--- src/rtl/addr_latch_bank.sv ---
// Multi-bank 74LS259-style addressable output latch with optional one-shot pulse bits.
// Each bit is either a plain latch or a self-clearing pulse counter, chosen by PULSE_MASK.
module addr_latch_bank #(
  parameter int ADDR_W = 3,
  parameter int BANKS = 2,
  parameter int BSEL_W = 1,
  parameter logic [BANKS*(2**ADDR_W)-1:0] RESET_VAL = '0,
  parameter logic [BANKS*(2**ADDR_W)-1:0] PULSE_MASK = '0,
  parameter int PULSE_W = 8,
  parameter int PULSE_LEN = 16
) (
  input  logic                            clk,
  input  logic                            reset,
  input  logic                            wr_n,
  input  logic                            clr_n,
  input  logic [BSEL_W-1:0]               bank_sel,
  input  logic [ADDR_W-1:0]               addr,
  input  logic                            data,
  output logic [BANKS*(2**ADDR_W)-1:0]    q,
  output logic                            pulse_busy
);

  localparam int NB = 2**ADDR_W;
  localparam int NW = BANKS * NB;

  logic [NW-1:0] w_q;
  logic [NW-1:0] w_busy;

  for (genvar b = 0; b < BANKS; b++) begin : g_bank
    // A bank_sel value with no matching bank selects nothing, so the cycle is a no-op.
    logic w_sel;
    assign w_sel = (bank_sel == BSEL_W'(b));

    for (genvar i = 0; i < NB; i++) begin : g_bit
      localparam int IDX = b * NB + i;
      logic w_hit;
      logic w_wr;
      logic w_clr;

      assign w_hit = w_sel && (addr == ADDR_W'(i));
      assign w_wr  = w_hit && !wr_n;
      // Clear mode clears every bit; demux mode clears all bits except the addressed one.
      assign w_clr = w_sel && !clr_n && !w_wr;

      if (PULSE_MASK[IDX]) begin : g_pulse
        logic [PULSE_W-1:0] r_cnt;

        always_ff @(posedge clk) begin
          if (reset) begin
            r_cnt <= '0;
          end else if (w_wr) begin
            r_cnt <= data ? PULSE_W'(PULSE_LEN) : '0;
          end else if (w_clr) begin
            r_cnt <= '0;
          end else if (r_cnt != '0) begin
            r_cnt <= r_cnt - PULSE_W'(1);
          end
        end

        assign w_q[IDX]    = (r_cnt != '0);
        assign w_busy[IDX] = (r_cnt != '0);
      end else begin : g_latch
        logic r_bit;

        always_ff @(posedge clk) begin
          if (reset) begin
            r_bit <= RESET_VAL[IDX];
          end else if (w_wr) begin
            r_bit <= data;
          end else if (w_clr) begin
            r_bit <= 1'b0;
          end
        end

        assign w_q[IDX]    = r_bit;
        assign w_busy[IDX] = 1'b0;
      end
    end
  end

  assign q          = w_q;
  assign pulse_busy = |w_busy;

endmodule

--- config.mk ---
export PLATFORM = sky130hd
export DESIGN_NAME = addr_latch_bank
export DESIGN_NICKNAME = d
export VERILOG_FILES = /design/src/rtl/addr_latch_bank.sv
export SDC_FILE = /design/constraint.sdc
export NUM_CORES = 1
export LEC_CHECK = 0
export ABC_AREA = 1
export CORE_MARGIN = 3
export CORE_UTILIZATION = 53
export CTS_BUF_LIST = sky130_fd_sc_hd__clkbuf_4 sky130_fd_sc_hd__clkbuf_8
export DETAILED_ROUTE_END_ITERATION = 8
export PLACE_DENSITY_LB_ADDON = 0.15
export SLEW_MARGIN = 20
export SYNTH_ARGS = -nofsm -noshare
export SYNTH_HDL_FRONTEND = slang
export SYNTH_SLANG_ARGS = --single-unit
--- constraint.sdc ---
create_clock -name clk -period 1.35 [get_ports clk]
set_input_delay 0.27 -clock clk [delete_from_list [all_inputs] [get_ports clk]]
set_output_delay 0.27 -clock clk [all_outputs]
set_load 0.02 [all_outputs]
# [After elaboration in Yosys (flattened, before gate mapping)]
# Cells that the tools add are included.
[word_totals] reg_bits=16 in_bits=9 out_inout_bits=17 wordCells=141
[op_classes] n_eq_ne=7 mux=32 bitwise=1 reduce_logical=85
[ops] cell="$logic_and 1x1->1" count=50
[ops] cell="$mux 1" count=32
[ops] cell="$reduce_bool 2->1" count=16
[ops] cell="$logic_not 1->1" count=18
[ops] cell="$eq 3x3->1 const B" count=4
[ops] cell="$eq 3x2->1 const B" count=2
[ops] cell="$eq 3x1->1 const B" count=1
[ops] cell="$logic_not 3->1" count=1
[ops] cell="$not 1->1" count=1

# [Depth between registers and ports, before layout]
[logic_depth] depth_word=7 mapped_depth=7 ltp_nobuf=6

# [Least setup slack after synthesis]
# OpenSTA, ideal clock, no wires.
[synth_timing] path_kind="input to register" from="input port addr[2]" to="register g_bank[1].g_bit[3].g_latch.r_bit" setup_ns=0.113 arrival_time_ns=0.841 t_required_ns=1.237 slack_ns=0.396 stages=7 path_buffers=1 path_cell_list="buf_2 -> inv_1 -> nand3_1 -> nor2_1 -> nand2_1 -> nand2_1 -> nor2_1"
[synth_between] elab_chain_cells=6 word_cells_on_any_way=7 cone_classes="eq/ne: 1; mux: 1; reduce/logical: 5"
[synth_rtl] item="start: declaration" line_no="17" rtl="input logic [ADDR_W-1:0] addr,"
[synth_rtl] item="$eq 3x2->1 (*)" line_no="40" rtl="assign w_hit = w_sel && (addr == ADDR_W'(i));"
[synth_rtl] item="$logic_and 1x1->1 (*)" line_no="40"
[synth_rtl] item="$logic_and 1x1->1 (*)" line_no="41" rtl="assign w_wr = w_hit && !wr_n;"
[synth_rtl] item="$logic_not 1->1" line_no="43" rtl="assign w_clr = w_sel && !clr_n && !w_wr;"
[synth_rtl] item="$logic_and 1x1->1" line_no="43"
[synth_rtl] item="$reduce_bool 2->1 (no line)"
[synth_rtl] item="end signal: assignment" line_no="67" rtl="r_bit <= RESET_VAL[IDX];"
[synth_rtl] item="end signal: assignment" line_no="69" rtl="r_bit <= data;"
[synth_rtl] item="end: declaration" line_no="63" rtl="logic r_bit;"
# Every way passes the cells marked *; elsewhere a longest branch is shown, timed or not.
# A chain may end at the register's enable or synchronous reset.

# [Final worst setup path]
[layout_timing] from="register g_bank[1].g_bit[7].g_latch.r_bit" to="output port q[15]"
[layout_lines] item="start: declaration" line_no="63"
[layout_lines] item="start signal: assignment" line_no="67"
[layout_lines] item="start signal: assignment" line_no="69"
[layout_lines] item="end: declaration" line_no="19" rtl="output logic [BANKS*(2**ADDR_W)-1:0] q,"
# No word-level cell between the ends.

==> results.md <==
- 6.09 um2 — average instance area after synthesis
- 1004 — Via Count
- 4.90 — Via density
- 16 — max reg flops
- 0.29 ns — insertion delay of the later-clocked pin in the worst-skew pair
- clkbuf_4 — clock root buffer master
- 1 — Critical Path Stages
- 0 — remaining design rule violation count
- done — TritonCTS clock tree
- 1210 um2 — Post-Place Cell Area
- 2 — worst-case clock buffer depth
- nor2_1 — leading cell type in the layout, fill and taps excluded
- 14 — num rows
- 49.2 um — die height
- 1 — count of H-tree levels built during CTS
- false — unrepaired setup endpoints after global routing
- 4 — number of cells on the worst reg-to-reg path
- dfxtp_1 32%, nor2_1 18%, nand2_1 13%, buf_4 13%, inv_1 6.8% — leading post-synthesis cells by cell area
- 1630 um2 — area of the placeable core
- 17 — largest net degree at the start of global routing
- 0.509 ns — post-route worst hold slack
- 15 — synth unique cells
- 973 — vias in the first global route
- 0 — hold buffer count at cts
- 0.35 ns — worst stage delay on the critical path
- dfxtp_1 — crit path max-delay cell type
- 801 MHz — FMAX
- 3.81 mm — global-route wire length before repair
- 0 — global route overflow
- 0 — Final setup viols
- 0.110 — share of cells above drive strength 1
- 0.324 — Yosys top cell area share
- g_bank[0].g_bit[1].g_latch.r_bit — startpoint of the lowest-slack register-to-register path
- 162 — Post-Synthesis Cells
- 0 — count of endpoints failing hold in the final timing report
- complete, no violations — run status
- 1.08 ns — required time at the endpoint of the critical path
- 1220 um2 — Design Area, Final
- 0.198 — total global routing track utilization
- 0.883 — global placement routability congestion
- 2 — crit-path max FO
- g_bank.g_bit.g_latch.r_bit (16) — Largest regs
- 0.606 — Initial Util
- 0 — max-capacitance violation count
- reg2reg — Hold WC Path Type
- 22 — 1st-iter DRT viols
- 0 — number of antenna violations at the first check in global routing
- 0.607 nW — Leakage Power
- flip-flops — Top Family by Delay on Critical Path
- 1.25 ns — final critical-path required period
- 0.324 — fraction of the yosys area taken by sequential cells
- 0 — count of synthesis-stage warnings from yosys
- g_bank[0].g_bit[7].g_latch.r_bit — hold path startpoint
- 0.925 — share of the clock period used by the worst path after layout
- 24 — I/O Buffers
- 26 — number of primary I/O pins
- 1.71 mm — dpl hpwl
- g_bank[0].g_bit[1].g_latch.r_bit — endpoint of the lowest-slack register-to-register path
- dfxtp_1 — cell taking the most area after synthesis
- 2 — number of cells traversed by the worst hold path
- 10.6 um — routed length per placed instance
- 2.17 mm — WL final
- 0.09 ns — Reg clk slew, reported paths
- 987 um2 — Mapped Area
- 171 — Post-Synthesis Net Count
- 3 — number of buffers inserted during clock tree synthesis
- 0 — number of pins exceeding their max-slew limit in the final report
- 0 — post-CTS setup buffer count
- 0 ns — Post-Route Setup TNS
- 49.2 um — Die Span X
- register — nature of the critical path startpoint
- 45 x nor2_1, 35 x nand2_1, 18 x inv_1, 16 x dfxtp_1, 16 x dlygate4sd2_1 — most used cells in the layout excluding fill and tap cells
- 4 — number of iterations in the first detailed-routing pass
- g_bank.g_bit.g_latch.r_bit — register with the most flip-flops
- dlygate4sd2_1 — series of cell instances along the critical path
- 16 — clock tree sinks
- 0.98 ns — arrival time worst endpoint
- 0.526 mV — peak supply drop
- 0 — count of nets left with antenna violations after detail routing
- 1 — sum of buffers and inverters on the critical path
- primary output — Critical Path Sink Type
- reg2out — category of the most critical setup path
- g_bank[0].g_bit[7].g_latch.r_bit — capture endpoint of the worst hold path
- 23.2% — relative area change from synthesis to final layout
- 2420 um2 — DIE AREA
- 0.65 ns — setup slack of the worst register-to-register path
- 754 nW/um2 — total power density per cell area
- 0 — antenna diode count
- 0 ns — worst-case clock skew
- 192 — final-stage net count
- 16 — post-synthesis register bit count
logic make-up (layout without fill, tap and decap cells):
logic type	Yosys count	after routing	share of synthesized area
and+or+nand+nor	100	100	0.416
AOI/OAI and AO/OA	6	6	0.0304
DFF	16	16	0.324
other	1	1	0.00380
buffers and inverters	39	58	0.226
where the power goes:
part	switching [W]	total, W	internal [W]	leakage, nW
sequential	0.00000383	0.000484	0.000480	0.129
clock	0.000148	0.000252	0.000104	0.0138
combinational	0.000102	0.000181	0.0000793	0.464
total	0.000254	0.000917	0.000663	0.607
stage by stage:
step | setup WS, ns | util | power, W | cells
2_1_floorplan | 0.396 | - | 0.000601 | 162
3_3_place_gp | -0.206 | 0.742 | 0.000674 | 202
3_5_place_dp | -0.208 | 0.742 | 0.000679 | 202
4_1_cts | 0.0779 | 0.743 | 0.000925 | 205
5_1_grt | 0.0189 | 0.747 | 0.000959 | 205
6_report | 0.101 | 0.747 | 0.000917 | 205
final cells by class:
type,count,area [um2]
sequential,16,320
tap,24,30.0
inverter,19,71.3
multi-input combinational,107,449
fill,147,413
timing repair buffer,36,323
clock buffer,3,22.5
synthesized netlist by cell type:
cell	count
nor2_1	47
nand3_1	12
conb_1	1
and2_1	2
clkbuf_8	1
a21oi_1	6
dfxtp_1	16
nand4_1	2
nor2_2	1
buf_2	2
buf_4	17
nor2_4	1
nand2_1	35
inv_1	18
inv_2	1
routing by layer:
layer / wire, um / share of wire / vias to the layer above / track usage
met5: 0 / 0 / - / 0
met1: 857 / 0.40 / 444 / 0.206
li1: - / - / 508 / -
met4: 24 / 0.011 / 0 / 0.0616
met2: 1120 / 0.52 / 47 / 0.368
met3: 163 / 0.075 / 5 / 0.0642
what timing repair did:
action / 4_1_cts / 5_1_grt
setup endpoints to repair: 16 / 2
gates resized for setup: 16 / 2
hold endpoints to repair: 0 / 0
how the worst max path moves through the flow:
| stage | end | startpoint |
|---|---|---|
| global route | g_bank[1].g_bit[2].g_latch.r_bit | addr[0] |
| detailed placement | g_bank[1].g_bit[2].g_latch.r_bit | bank_sel |
| CTS | q[15] | g_bank[1].g_bit[7].g_latch.r_bit |
| floorplan | g_bank[1].g_bit[3].g_latch.r_bit | addr[2] |
| global placement | g_bank[1].g_bit[2].g_latch.r_bit | bank_sel |
| finish | q[15] | g_bank[1].g_bit[7].g_latch.r_bit |
worst min-delay path, stage by stage, from the launching register on:
cell	delay, ns
dfxtp_1	0.34
a21oi_1	0.06
nor2_1	0.07
No activity file was read; power rests on OpenSTA's default activity.
